<file path="config.mk">
export PLATFORM = sky130hd
export DESIGN_NAME = hwpe_sel_sequencer_flat
export DESIGN_NICKNAME = d
export VERILOG_FILES = /design/src/rtl/hwpe_sel_sequencer_pkg.sv /design/src/rtl/hwpe_sel_sequencer_if.sv /design/src/rtl/hwpe_outstanding_cnt.sv /design/src/rtl/hwpe_sel_sequencer.sv /design/src/flat_wrapper.sv
export SDC_FILE = /design/constraint.sdc
export NUM_CORES = 1
export LEC_CHECK = 0
export ABC_AREA = 1
export CAP_MARGIN = 5
export CORE_ASPECT_RATIO = 0.8
export CORE_MARGIN = 2
export CORE_UTILIZATION = 40
export CTS_CLUSTER_SIZE = 25
export DETAILED_ROUTE_END_ITERATION = 16
export PLACE_DENSITY = 0.67
export SKIP_CTS_REPAIR_TIMING = 1
export SLEW_MARGIN = 10
export SYNTH_ARGS = -nofsm -noshare
export SYNTH_HDL_FRONTEND = slang
export SYNTH_SLANG_ARGS = --single-unit
</file>
<file path="constraint.sdc">
create_clock -name clk -period 1.7 [get_ports clk]
set_input_delay 0.34 -clock clk [delete_from_list [all_inputs] [get_ports clk]]
set_output_delay 0.34 -clock clk [all_outputs]
set_load 0.05 [all_outputs]
</file>
<file path="src/rtl/hwpe_sel_sequencer_pkg.sv">
// Shared types and constants for the HWPE select sequencer.
// FSM states, error bit positions and an index-width helper.
package hwpe_sel_sequencer_pkg;

    typedef enum logic [2:0] {
        OFF,
        SWITCH,
        RUN,
        DRAIN,
        GATE
    } hwpe_seq_state_e;

    localparam int HWPE_SEQ_ERR_RANGE     = 0;
    localparam int HWPE_SEQ_ERR_UNDERFLOW = 1;

    function automatic int idx_width(int n);
        return (n > 1) ? $clog2(n) : 1;
    endfunction

endpackage

</file>
<file path="src/rtl/hwpe_sel_sequencer_if.sv">
// Control/handshake bundle between cluster registers and the sequencer.
// master = cluster side, slave = sequencer.
interface hwpe_sel_sequencer_if
    import hwpe_sel_sequencer_pkg::*;
#(
    parameter int N_HWPES = 2,
    parameter int SEL_W   = 2,
    parameter int SW      = idx_width(N_HWPES)
);
    logic               hwpe_en_i;
    logic [SEL_W-1:0]   hwpe_sel_i;
    logic               clear_i;
    logic [N_HWPES-1:0] busy_i;
    logic               tcdm_req_i;
    logic               tcdm_gnt_i;
    logic               tcdm_r_valid_i;
    logic               cfg_req_i;
    logic               cfg_gnt_i;
    logic               cfg_r_valid_i;
    logic [SW-1:0]      sel_o;
    logic [N_HWPES-1:0] clk_en_o;
    logic               tcdm_req_mask_o;
    logic               cfg_req_mask_o;
    logic               switching_o;
    logic               busy_o;
    logic [1:0]         err_o;

    modport master (
        output hwpe_en_i, hwpe_sel_i, clear_i, busy_i,
        output tcdm_req_i, tcdm_gnt_i, tcdm_r_valid_i,
        output cfg_req_i, cfg_gnt_i, cfg_r_valid_i,
        input  sel_o, clk_en_o, tcdm_req_mask_o, cfg_req_mask_o,
        input  switching_o, busy_o, err_o
    );

    modport slave (
        input  hwpe_en_i, hwpe_sel_i, clear_i, busy_i,
        input  tcdm_req_i, tcdm_gnt_i, tcdm_r_valid_i,
        input  cfg_req_i, cfg_gnt_i, cfg_r_valid_i,
        output sel_o, clk_en_o, tcdm_req_mask_o, cfg_req_mask_o,
        output switching_o, busy_o, err_o
    );

endinterface

</file>
<file path="src/rtl/hwpe_outstanding_cnt.sv">
// Outstanding-transaction counter with saturation flag and underflow pulse.
// Saturation releases in the cycle a response arrives.
module hwpe_outstanding_cnt #(
    parameter  int MAX_OUTSTANDING = 8,
    localparam int CW              = $clog2(MAX_OUTSTANDING + 1)
) (
    input  logic          clk,
    input  logic          rst_n,
    input  logic          inc_i,
    input  logic          dec_i,
    output logic [CW-1:0] count_o,
    output logic          sat_o,
    output logic          underflow_o
);

    logic [CW-1:0] count_q;
    logic          at_max;
    logic          at_zero;

    assign at_max  = (count_q == CW'(MAX_OUTSTANDING));
    assign at_zero = (count_q == '0);

    always_ff @(posedge clk or negedge rst_n) begin
        if (!rst_n) begin
            count_q <= '0;
        end else if (inc_i && !dec_i && !at_max) begin
            count_q <= count_q + CW'(1);
        end else if (dec_i && !inc_i && !at_zero) begin
            count_q <= count_q - CW'(1);
        end
    end

    assign count_o     = count_q;
    assign sat_o       = at_max & ~dec_i;
    assign underflow_o = dec_i & ~inc_i & at_zero;

endmodule

</file>
<file path="src/rtl/hwpe_sel_sequencer.sv">
// Safe HWPE switch sequencer: quiesce, drain, gate, then ungate the new one.
// Drives clock gates, HCI/config mux select and request masks.
module hwpe_sel_sequencer
    import hwpe_sel_sequencer_pkg::*;
#(
    parameter int N_HWPES         = 2,
    parameter int SEL_W           = 2,
    parameter int MAX_OUTSTANDING = 8,
    parameter int CG_SETTLE       = 2
) (
    input logic                 clk,
    input logic                 rst_n,
    hwpe_sel_sequencer_if.slave bus
);

    localparam int SW  = idx_width(N_HWPES);
    localparam int STW = (CG_SETTLE > 1) ? $clog2(CG_SETTLE) : 1;
    localparam int CW  = $clog2(MAX_OUTSTANDING + 1);

    hwpe_seq_state_e state_q;
    logic [SW-1:0]   sel_q;
    logic [SW-1:0]   target_q;
    logic [STW-1:0]  settle_q;
    logic [1:0]      err_q;
    logic [1:0]      err_n;

    logic [CW-1:0] tcdm_cnt;
    logic [CW-1:0] cfg_cnt;
    logic          tcdm_sat;
    logic          cfg_sat;
    logic          tcdm_uf;
    logic          cfg_uf;

    logic          sel_ok;
    logic [SW-1:0] sel_in;
    logic          range_err;
    logic          drained;

    hwpe_outstanding_cnt #(
        .MAX_OUTSTANDING(MAX_OUTSTANDING)
    ) u_tcdm_cnt (
        .clk        (clk),
        .rst_n      (rst_n),
        .inc_i      (bus.tcdm_req_i & bus.tcdm_gnt_i),
        .dec_i      (bus.tcdm_r_valid_i),
        .count_o    (tcdm_cnt),
        .sat_o      (tcdm_sat),
        .underflow_o(tcdm_uf)
    );

    hwpe_outstanding_cnt #(
        .MAX_OUTSTANDING(MAX_OUTSTANDING)
    ) u_cfg_cnt (
        .clk        (clk),
        .rst_n      (rst_n),
        .inc_i      (bus.cfg_req_i & bus.cfg_gnt_i),
        .dec_i      (bus.cfg_r_valid_i),
        .count_o    (cfg_cnt),
        .sat_o      (cfg_sat),
        .underflow_o(cfg_uf)
    );

    assign sel_ok    = int'(bus.hwpe_sel_i) < N_HWPES;
    assign sel_in    = bus.hwpe_sel_i[SW-1:0];
    assign range_err = (state_q == OFF || state_q == RUN) && !sel_ok;
    assign drained   = (tcdm_cnt == '0) && (cfg_cnt == '0)
                       && !bus.busy_i[sel_q];

    // A clear and a new error in the same cycle keeps the new error.
    always_comb begin
        err_n = bus.clear_i ? 2'b00 : err_q;
        if (range_err) err_n[HWPE_SEQ_ERR_RANGE] = 1'b1;
        if (tcdm_uf || cfg_uf) err_n[HWPE_SEQ_ERR_UNDERFLOW] = 1'b1;
    end

    always_ff @(posedge clk or negedge rst_n) begin
        if (!rst_n) begin
            state_q  <= OFF;
            sel_q    <= '0;
            target_q <= '0;
            settle_q <= '0;
            err_q    <= '0;
        end else begin
            err_q <= err_n;
            unique case (state_q)
                OFF: begin
                    if (bus.hwpe_en_i && sel_ok) begin
                        target_q <= sel_in;
                        sel_q    <= sel_in;
                        settle_q <= STW'(CG_SETTLE - 1);
                        state_q  <= SWITCH;
                    end
                end
                SWITCH: begin
                    if (settle_q == '0) state_q <= RUN;
                    else settle_q <= settle_q - STW'(1);
                end
                RUN: begin
                    if (!bus.hwpe_en_i || (sel_ok && sel_in != sel_q)) begin
                        // Keep a usable target if disabling with a bad select.
                        target_q <= sel_ok ? sel_in : sel_q;
                        state_q  <= DRAIN;
                    end
                end
                DRAIN: begin
                    if (drained) begin
                        settle_q <= STW'(CG_SETTLE - 1);
                        state_q  <= GATE;
                    end
                end
                GATE: begin
                    if (settle_q != '0) begin
                        settle_q <= settle_q - STW'(1);
                    end else if (!bus.hwpe_en_i) begin
                        state_q <= OFF;
                    end else begin
                        sel_q    <= target_q;
                        settle_q <= STW'(CG_SETTLE - 1);
                        state_q  <= SWITCH;
                    end
                end
                default: state_q <= OFF;
            endcase
        end
    end

    always_comb begin
        bus.clk_en_o = '0;
        if (state_q == SWITCH || state_q == RUN || state_q == DRAIN)
            bus.clk_en_o[sel_q] = 1'b1;
    end

    assign bus.sel_o           = sel_q;
    assign bus.tcdm_req_mask_o = (state_q == RUN) && !tcdm_sat;
    assign bus.cfg_req_mask_o  = (state_q == RUN) && !cfg_sat;
    assign bus.switching_o     = (state_q == SWITCH) || (state_q == DRAIN)
                                 || (state_q == GATE);
    assign bus.busy_o          = bus.busy_i[sel_q] | bus.switching_o;
    assign bus.err_o           = err_q;

endmodule

</file>
<file path="src/flat_wrapper.sv">
// flat-port wrapper written by rule: the top's interface ports become plain ports
module hwpe_sel_sequencer_flat import hwpe_sel_sequencer_pkg::*;
#(
    parameter int N_HWPES         = 2,
    parameter int SEL_W           = 2,
    parameter int MAX_OUTSTANDING = 8,
    parameter int CG_SETTLE       = 2
)
  (clk, rst_n, bus_hwpe_en_i, bus_hwpe_sel_i, bus_clear_i, bus_busy_i, bus_tcdm_req_i, bus_tcdm_gnt_i, bus_tcdm_r_valid_i, bus_cfg_req_i, bus_cfg_gnt_i, bus_cfg_r_valid_i, bus_sel_o, bus_clk_en_o, bus_tcdm_req_mask_o, bus_cfg_req_mask_o, bus_switching_o, bus_busy_o, bus_err_o);
  hwpe_sel_sequencer_if #(.N_HWPES(N_HWPES), .SEL_W(SEL_W)) bus_i ();
  input logic clk;
  input logic rst_n;
  input wire logic [$bits(bus_i.hwpe_en_i)-1:0] bus_hwpe_en_i;
  input wire logic [$bits(bus_i.hwpe_sel_i)-1:0] bus_hwpe_sel_i;
  input wire logic [$bits(bus_i.clear_i)-1:0] bus_clear_i;
  input wire logic [$bits(bus_i.busy_i)-1:0] bus_busy_i;
  input wire logic [$bits(bus_i.tcdm_req_i)-1:0] bus_tcdm_req_i;
  input wire logic [$bits(bus_i.tcdm_gnt_i)-1:0] bus_tcdm_gnt_i;
  input wire logic [$bits(bus_i.tcdm_r_valid_i)-1:0] bus_tcdm_r_valid_i;
  input wire logic [$bits(bus_i.cfg_req_i)-1:0] bus_cfg_req_i;
  input wire logic [$bits(bus_i.cfg_gnt_i)-1:0] bus_cfg_gnt_i;
  input wire logic [$bits(bus_i.cfg_r_valid_i)-1:0] bus_cfg_r_valid_i;
  output wire logic [$bits(bus_i.sel_o)-1:0] bus_sel_o;
  output wire logic [$bits(bus_i.clk_en_o)-1:0] bus_clk_en_o;
  output wire logic [$bits(bus_i.tcdm_req_mask_o)-1:0] bus_tcdm_req_mask_o;
  output wire logic [$bits(bus_i.cfg_req_mask_o)-1:0] bus_cfg_req_mask_o;
  output wire logic [$bits(bus_i.switching_o)-1:0] bus_switching_o;
  output wire logic [$bits(bus_i.busy_o)-1:0] bus_busy_o;
  output wire logic [$bits(bus_i.err_o)-1:0] bus_err_o;
  assign bus_i.hwpe_en_i = bus_hwpe_en_i;
  assign bus_i.hwpe_sel_i = bus_hwpe_sel_i;
  assign bus_i.clear_i = bus_clear_i;
  assign bus_i.busy_i = bus_busy_i;
  assign bus_i.tcdm_req_i = bus_tcdm_req_i;
  assign bus_i.tcdm_gnt_i = bus_tcdm_gnt_i;
  assign bus_i.tcdm_r_valid_i = bus_tcdm_r_valid_i;
  assign bus_i.cfg_req_i = bus_cfg_req_i;
  assign bus_i.cfg_gnt_i = bus_cfg_gnt_i;
  assign bus_i.cfg_r_valid_i = bus_cfg_r_valid_i;
  assign bus_sel_o = bus_i.sel_o;
  assign bus_clk_en_o = bus_i.clk_en_o;
  assign bus_tcdm_req_mask_o = bus_i.tcdm_req_mask_o;
  assign bus_cfg_req_mask_o = bus_i.cfg_req_mask_o;
  assign bus_switching_o = bus_i.switching_o;
  assign bus_busy_o = bus_i.busy_o;
  assign bus_err_o = bus_i.err_o;
  hwpe_sel_sequencer #(.N_HWPES(N_HWPES), .SEL_W(SEL_W), .MAX_OUTSTANDING(MAX_OUTSTANDING), .CG_SETTLE(CG_SETTLE)) u_core (.clk(clk), .rst_n(rst_n), .bus(bus_i));
endmodule
</file>
Word level (Yosys, flattened, before mapping)

Index checks and enable logic that the tools add are counted.
Widths: inputs -> output; s select.

Register bits: 16
Output and inout port bits: 9
Input port bits: 14

Bitwise operators: 13
$lt $le $gt $ge: 3
Reduce and logical (&&, ||, !) cells: 50
Add/subtract/negate cells: 5
Equal/unequal tests: 13
Multiplexer cells: 32

Operator list:

| operator            | count |
|---|---|
| $logic_and 1x1->1   | 16 |
| $mux 1              | 16 |
| $mux 4              | 4 |
| $mux 3              | 5 |
| $pmux 3 s5          | 1 |
| $logic_not 1->1     | 13 |
| $reduce_bool 2->1   | 6 |
| $ne 2x2->1 const B  | 5 |
| $add 4x1->4 const B | 2 |
| $and 1x1->1         | 8 |
| $eq 4x4->1 const B  | 2 |
| $logic_not 4->1     | 2 |
| $sub 4x1->4 const B | 2 |
| $logic_or 1x1->1    | 7 |
| $eq 3x2->1 const B  | 2 |
| $reduce_and 3->1    | 2 |
| $reduce_and 5->1    | 1 |
| $mux 2              | 2 |
| $not 1->1           | 4 |
| $pmux 1 s2          | 2 |
| $pmux 1 s4          | 1 |
| $reduce_and 4->1    | 1 |
| $reduce_bool 4->1   | 1 |
| $eq 3x1->1 const B  | 1 |
| 10 further kinds    | 10 |

Logic depth before layout (Yosys ltp)

Depth after elaboration: 6
Mapped depth: 12
Gate-level depth less buffers: 12

By module

Synthesis repeated with hierarchy kept, for this count alone.

Cell total of the unflattened synthesis: 183
Area, all modules: 1292.5 um2

By module, submodules not included:

| module               | instances | area an instance (um2) | cells an instance |
|---|---|---|---|
| hwpe_outstanding_cnt | 2         | 325.3                  | 42 |
| hwpe_sel_sequencer   | 1         | 641.9                  | 99 |

Worst setup path after synthesis

No wires, ideal clock.

Kind: flip-flop to output port
From: reg u_core.sel_q, in the netlist u_core.bus.sel_o
To: out bus_clk_en_o[1]
Stages on the path, launching flop included: 3
Arrival: 1.890 ns
Path slack: -0.530 ns
Data required time: 1.360 ns
Path through: dfrtp_1 -> inv_2 -> nor3_1

Word-level cells in the longest chain between the ends: 5

Ends and longest elaborated chain:

| item                                                           | RTL line                  | text |
|---|---|---|
| from (decl)                                                    | hwpe_sel_sequencer.sv:21  | `logic [SW-1:0] sel_q;` |
| from (signal assigned)                                         | hwpe_sel_sequencer.sv:89  | `sel_q <= sel_in;` |
| from (signal assigned)                                         | hwpe_sel_sequencer.sv:117 | `sel_q <= target_q;` |
| $lt 1x2->1 (implied by the code) or $ge 1x1->1 (tied branches) | hwpe_sel_sequencer.sv:130 | `bus.clk_en_o[sel_q] = 1'b1;` |
| $logic_and 1x1->1 (implied by the code)                        | hwpe_sel_sequencer.sv:130 |  |
| $mux 1 (implied by the code)                                   | hwpe_sel_sequencer.sv:130 |  |
| $demux 1 s1 (*)                                                | --                        |  |
| $mux 2 (*)                                                     | hwpe_sel_sequencer.sv:129 | `if (state_q == SWITCH \|\| state_q == RUN \|\| state_q == DRAIN)` |
| to (decl)                                                      | flat_wrapper.sv:24        | `output wire logic [$bits(bus_i.clk_en_o)-1:0] bus_clk_en_o;` |

Every way passes the cells marked *; elsewhere a longest branch is shown, timed or not.

Final worst setup path

From: reg u_core.u_tcdm_cnt.count_q[0], in the netlist u_core.u_tcdm_cnt.count_o[0]
To: reg u_core.u_tcdm_cnt.count_q[3], in the netlist u_core.u_tcdm_cnt.count_o[3]

Word-level cells in the longest chain between the ends: 4

Ends and longest elaborated chain:

| item                                                                | RTL line                   | text |
|---|---|---|
| from (decl)                                                         | hwpe_outstanding_cnt.sv:16 | `logic [CW-1:0] count_q;` |
| from (signal assigned)                                              | hwpe_outstanding_cnt.sv:27 | `count_q <= count_q + CW'(1);` |
| from (signal assigned)                                              | hwpe_outstanding_cnt.sv:29 | `count_q <= count_q - CW'(1);` |
| parallel branches: the longest is 4 deep, another holds $sub 4x1->4 | --                         |  |

Parallel ways; which one is timed is not known. The select of a mux whose other input is x is not followed.
A chain may end at the register's enable or synchronous reset.

==> summary.md <==
| Metric | Value |
|---|---|
| Tcrit/Tclk final | `1.06` |
| CTS root buffer | `clkbuf_4` |
| Worst slew pin tran | `0.229 ns` |
| Place WS | `-0.581 ns` |
| Drt initial violations | `49` |
| Starting density of the core | `0.423` |
| WHS | `0.357 ns` |
| Die area | `3370 µm²` |
| Most used cell, CP | `nand2_1` |
| TNS Setup | `-0.186 ns` |
| Final hold vios | `0` |
| CP max FO | `3` |
| Register area share after synthesis | `0.343` |
| Clk_lat worst skew | `0.30 ns` |
| Final worst setup slack | `-0.0996 ns` |
| CP Data Required Time | `1.90 ns` |
| Design Area, Final | `1900 µm²` |
| Syn Area/Cell | `7.26 µm²` |
| Sink Count | `16` |
| Detailed Routing Iterations Pass 1 | `6` |
| Placed instance count | `236` |
| Reg-to-reg endpoint | `u_core.u_tcdm_cnt.count_o[3]$_DFFE_PN0P_` |
| RePlAce Congestion | `0.843` |
| Setup Skew | `0.00519 ns` |
| Worst path cell trace | `nor2_2, nand3_2, nand2_2, ha_4, nand2_4, inv_2, o21ai_2, nand2_1, nand3_2, nand2_1, nand2_1, nand2_1` |
| # Max-Cap Violations | `0` |
| Synthesized instance count | `161` |
| FMAX | `556 MHz` |
| Clock Pin Slew Worst Setup and Hold Paths | `0.10 ns` |
| Worst hold-check path type | `in -> async` |
| Die Y | `52.3 µm` |
| Cell depth of the worst flop-to-flop path | `12` |
| # setup viols final | `3` |
| Mapped cell area | `1170 µm²` |
| Layout cells sized above 1 | `0.417` |
| FF+latch count, synth | `16` |
| Layout Cells excl Fill | `254` |
| Worst stage delay on the critical path | `0.41 ns` |
| GRT Total Usage | `0.183` |
| Crit path DAT | `2.00 ns` |
| Final WL | `3.20 mm` |
| Initial antenna violation count | `0` |
| Dpl cell area | `1610 µm²` |
| Via/cell ratio | `4.93` |
| Syn Nets | `181` |
| Pins over their slew limit | `0` |
| P_leak | `0.000969 µW` |
| DRC Markers | `0` |
| Vias in the first global route | `1154` |
| Failing checks | `setup timing` |
| CP max stage cell | `dfrtp_1` |
| Post-DP HPWL | `2.29 mm` |
| WL per Instance | `12.6 µm` |
| CTS Buf Count | `3` |
| Port bufs | `22` |
| First-pass GRT wire length | `4.73 mm` |
| Post-synth cell types | `25` |
| GRT overflow | `0` |
| CP Class | `reg -> reg` |
| RSZ-0062 raised after global routing | `true` |
| Endpoint type of the worst setup path | `flip-flop` |
| Final ANT Viol Nets | `0` |
| Minimum clock period after layout | `1.80 ns` |
| YS warnings | `0` |
| Final nets | `237` |
| Worst R2R Start | `u_core.u_tcdm_cnt.count_o[0]$_DFFE_PN0P_` |
| Die width | `64.4 µm` |
| Inserted Diodes | `0` |
| Status | `finished with violations` |
| Startpoint class of the critical path | `flip-flop` |
| Via count | `1252` |
| VDD IR max | `0.000962 V` |
| Largest net degree at the start of global routing | `17` |
| Slew margin rel. | `0.847` |
| Reg2Reg Setup Slack | `-0.1 ns` |
| Power density over cell area | `2100 nW/µm²` |
| Clk buf depth | `2` |
| # H-tree levels | `1` |
| # rows | `17` |
| # IOs | `23` |
| Synth-to-layout area growth | `62.6%` |
| Area of the core | `2770 µm²` |
| CTS tree | `built` |
cells by family (layout without fill, tap and decap cells):
| family | count (synthesis) | count (layout) | share of synthesized area |
|---|---|---|---|
| AO/OA/AOI/OAI | 19 | 19 | 0.0985 |
| buffers and inverters | 24 | 79 | 0.0771 |
| XOR/XNOR | 4 | 4 | 0.0300 |
| flip-flops | 16 | 16 | 0.343 |
| AND/OR/NAND/NOR | 92 | 92 | 0.375 |
| adder cells (fa/ha/maj) | 6 | 6 | 0.0771 |
layout by cell type (no fill, tap or decap), types with 5 or more instances in the layout:
cell             count
o21ai_1              7
clkdlybuf4s50_1     10
inv_1               17
nand2_2              7
inv_2                7
buf_12               5
nor2_4               5
buf_4               31
nand2_1             44
nand3_1             13
nand3_2              5
dfrtp_1             13
worst max-delay path by stage:
stage	start	endpoint	slack, ns	depth (start not counted)
2_1_floorplan	u_core.u_tcdm_cnt.count_o[0]$_DFFE_PN0P_	u_core.u_tcdm_cnt.count_o[3]$_DFFE_PN0P_	0.04	12
3_3_place_gp	bus_cfg_req_i	u_core.u_cfg_cnt.count_o[3]$_DFFE_PN0P_	-0.36	11
3_5_place_dp	bus_tcdm_req_i	u_core.u_tcdm_cnt.count_o[3]$_DFFE_PN0P_	-0.58	13
4_1_cts	bus_tcdm_req_i	u_core.u_tcdm_cnt.count_o[3]$_DFFE_PN0P_	-0.27	13
5_1_grt	u_core.u_tcdm_cnt.count_o[0]$_DFFE_PN0P_	u_core.u_tcdm_cnt.count_o[3]$_DFFE_PN0P_	-0.22	12
6_report	u_core.u_tcdm_cnt.count_o[0]$_DFFE_PN0P_	u_core.u_tcdm_cnt.count_o[3]$_DFFE_PN0P_	-0.1	12
synthesized netlist by cell type, drive strengths merged:
| cell type | n | area, µm² |
|---|---|---|
| ha | 4 | 50.1 |
| fa | 2 | 40.0 |
| and2 | 1 | 6.26 |
| nand3 | 19 | 113 |
| o221ai | 1 | 8.76 |
| a21oi | 4 | 23.8 |
| nand2 | 55 | 219 |
| nand3b | 1 | 7.51 |
| xor2 | 4 | 35.0 |
| o22ai | 1 | 6.26 |
| o21ai | 13 | 76.3 |
| nand4 | 2 | 12.5 |
| dfrtp | 16 | 400 |
| nor3 | 2 | 10.0 |
| inv | 24 | 90.1 |
| nor2 | 12 | 70.1 |
metrics by stage:
stage / total power, µW / utilization
after global placement: 3130 / 0.582
after detailed placement: 3220 / 0.582
after global routing: 4290 / 0.687
after CTS: 3480 / 0.595
final: 3980 / 0.687
after floorplan: 2320 / -
layer usage:
metal | GRT usage | vias to the layer above | wire, µm
met3 | 0.0559 | 9 | 155
met4 | 0.0532 | 0 | 70
met1 | 0.208 | 586 | 1310
met5 | 0 | - | 0
met2 | 0.333 | 27 | 1670
li1 | - | 630 | -
cell type report:
| cell class | count | area (µm²) |
|---|---|---|
| Tap cell | 38 | 47.5 |
| Sequential cell | 16 | 404 |
| Multi-Input combinational cell | 121 | 830 |
| Fill cell | 217 | 865 |
| Timing Repair Buffer | 51 | 493 |
| Clock buffer | 4 | 36.3 |
| Inverter | 24 | 90.1 |
state kept, by name, summed over array words and instances (netlist names):
name and count:
u_core.bus.err_o 2, u_core.bus.sel_o 1, u_core.settle_q 1, u_core.state_q 3
u_core.target_q 1, u_core.u_cfg_cnt.count_o 4, u_core.u_tcdm_cnt.count_o 4
report_power, final:
group          total [µW]  internal, µW  leakage (µW)  switching (µW)
registers             767           585      0.000193             182
clock network         265           131     0.0000210             134
logic                2950          1300      0.000755            1660
total                3980          2010      0.000969            1970
worst max-delay path: cells and delay by family, from the launching register on:
kind | cells | cell delay, ns
simple gates | 9 | 0.85
flops | 1 | 0.41
fa+ha+maj | 1 | 0.21
compound gates | 1 | 0.18
buf+inv | 1 | 0.04
No activity file was read; power rests on OpenSTA's default activity.
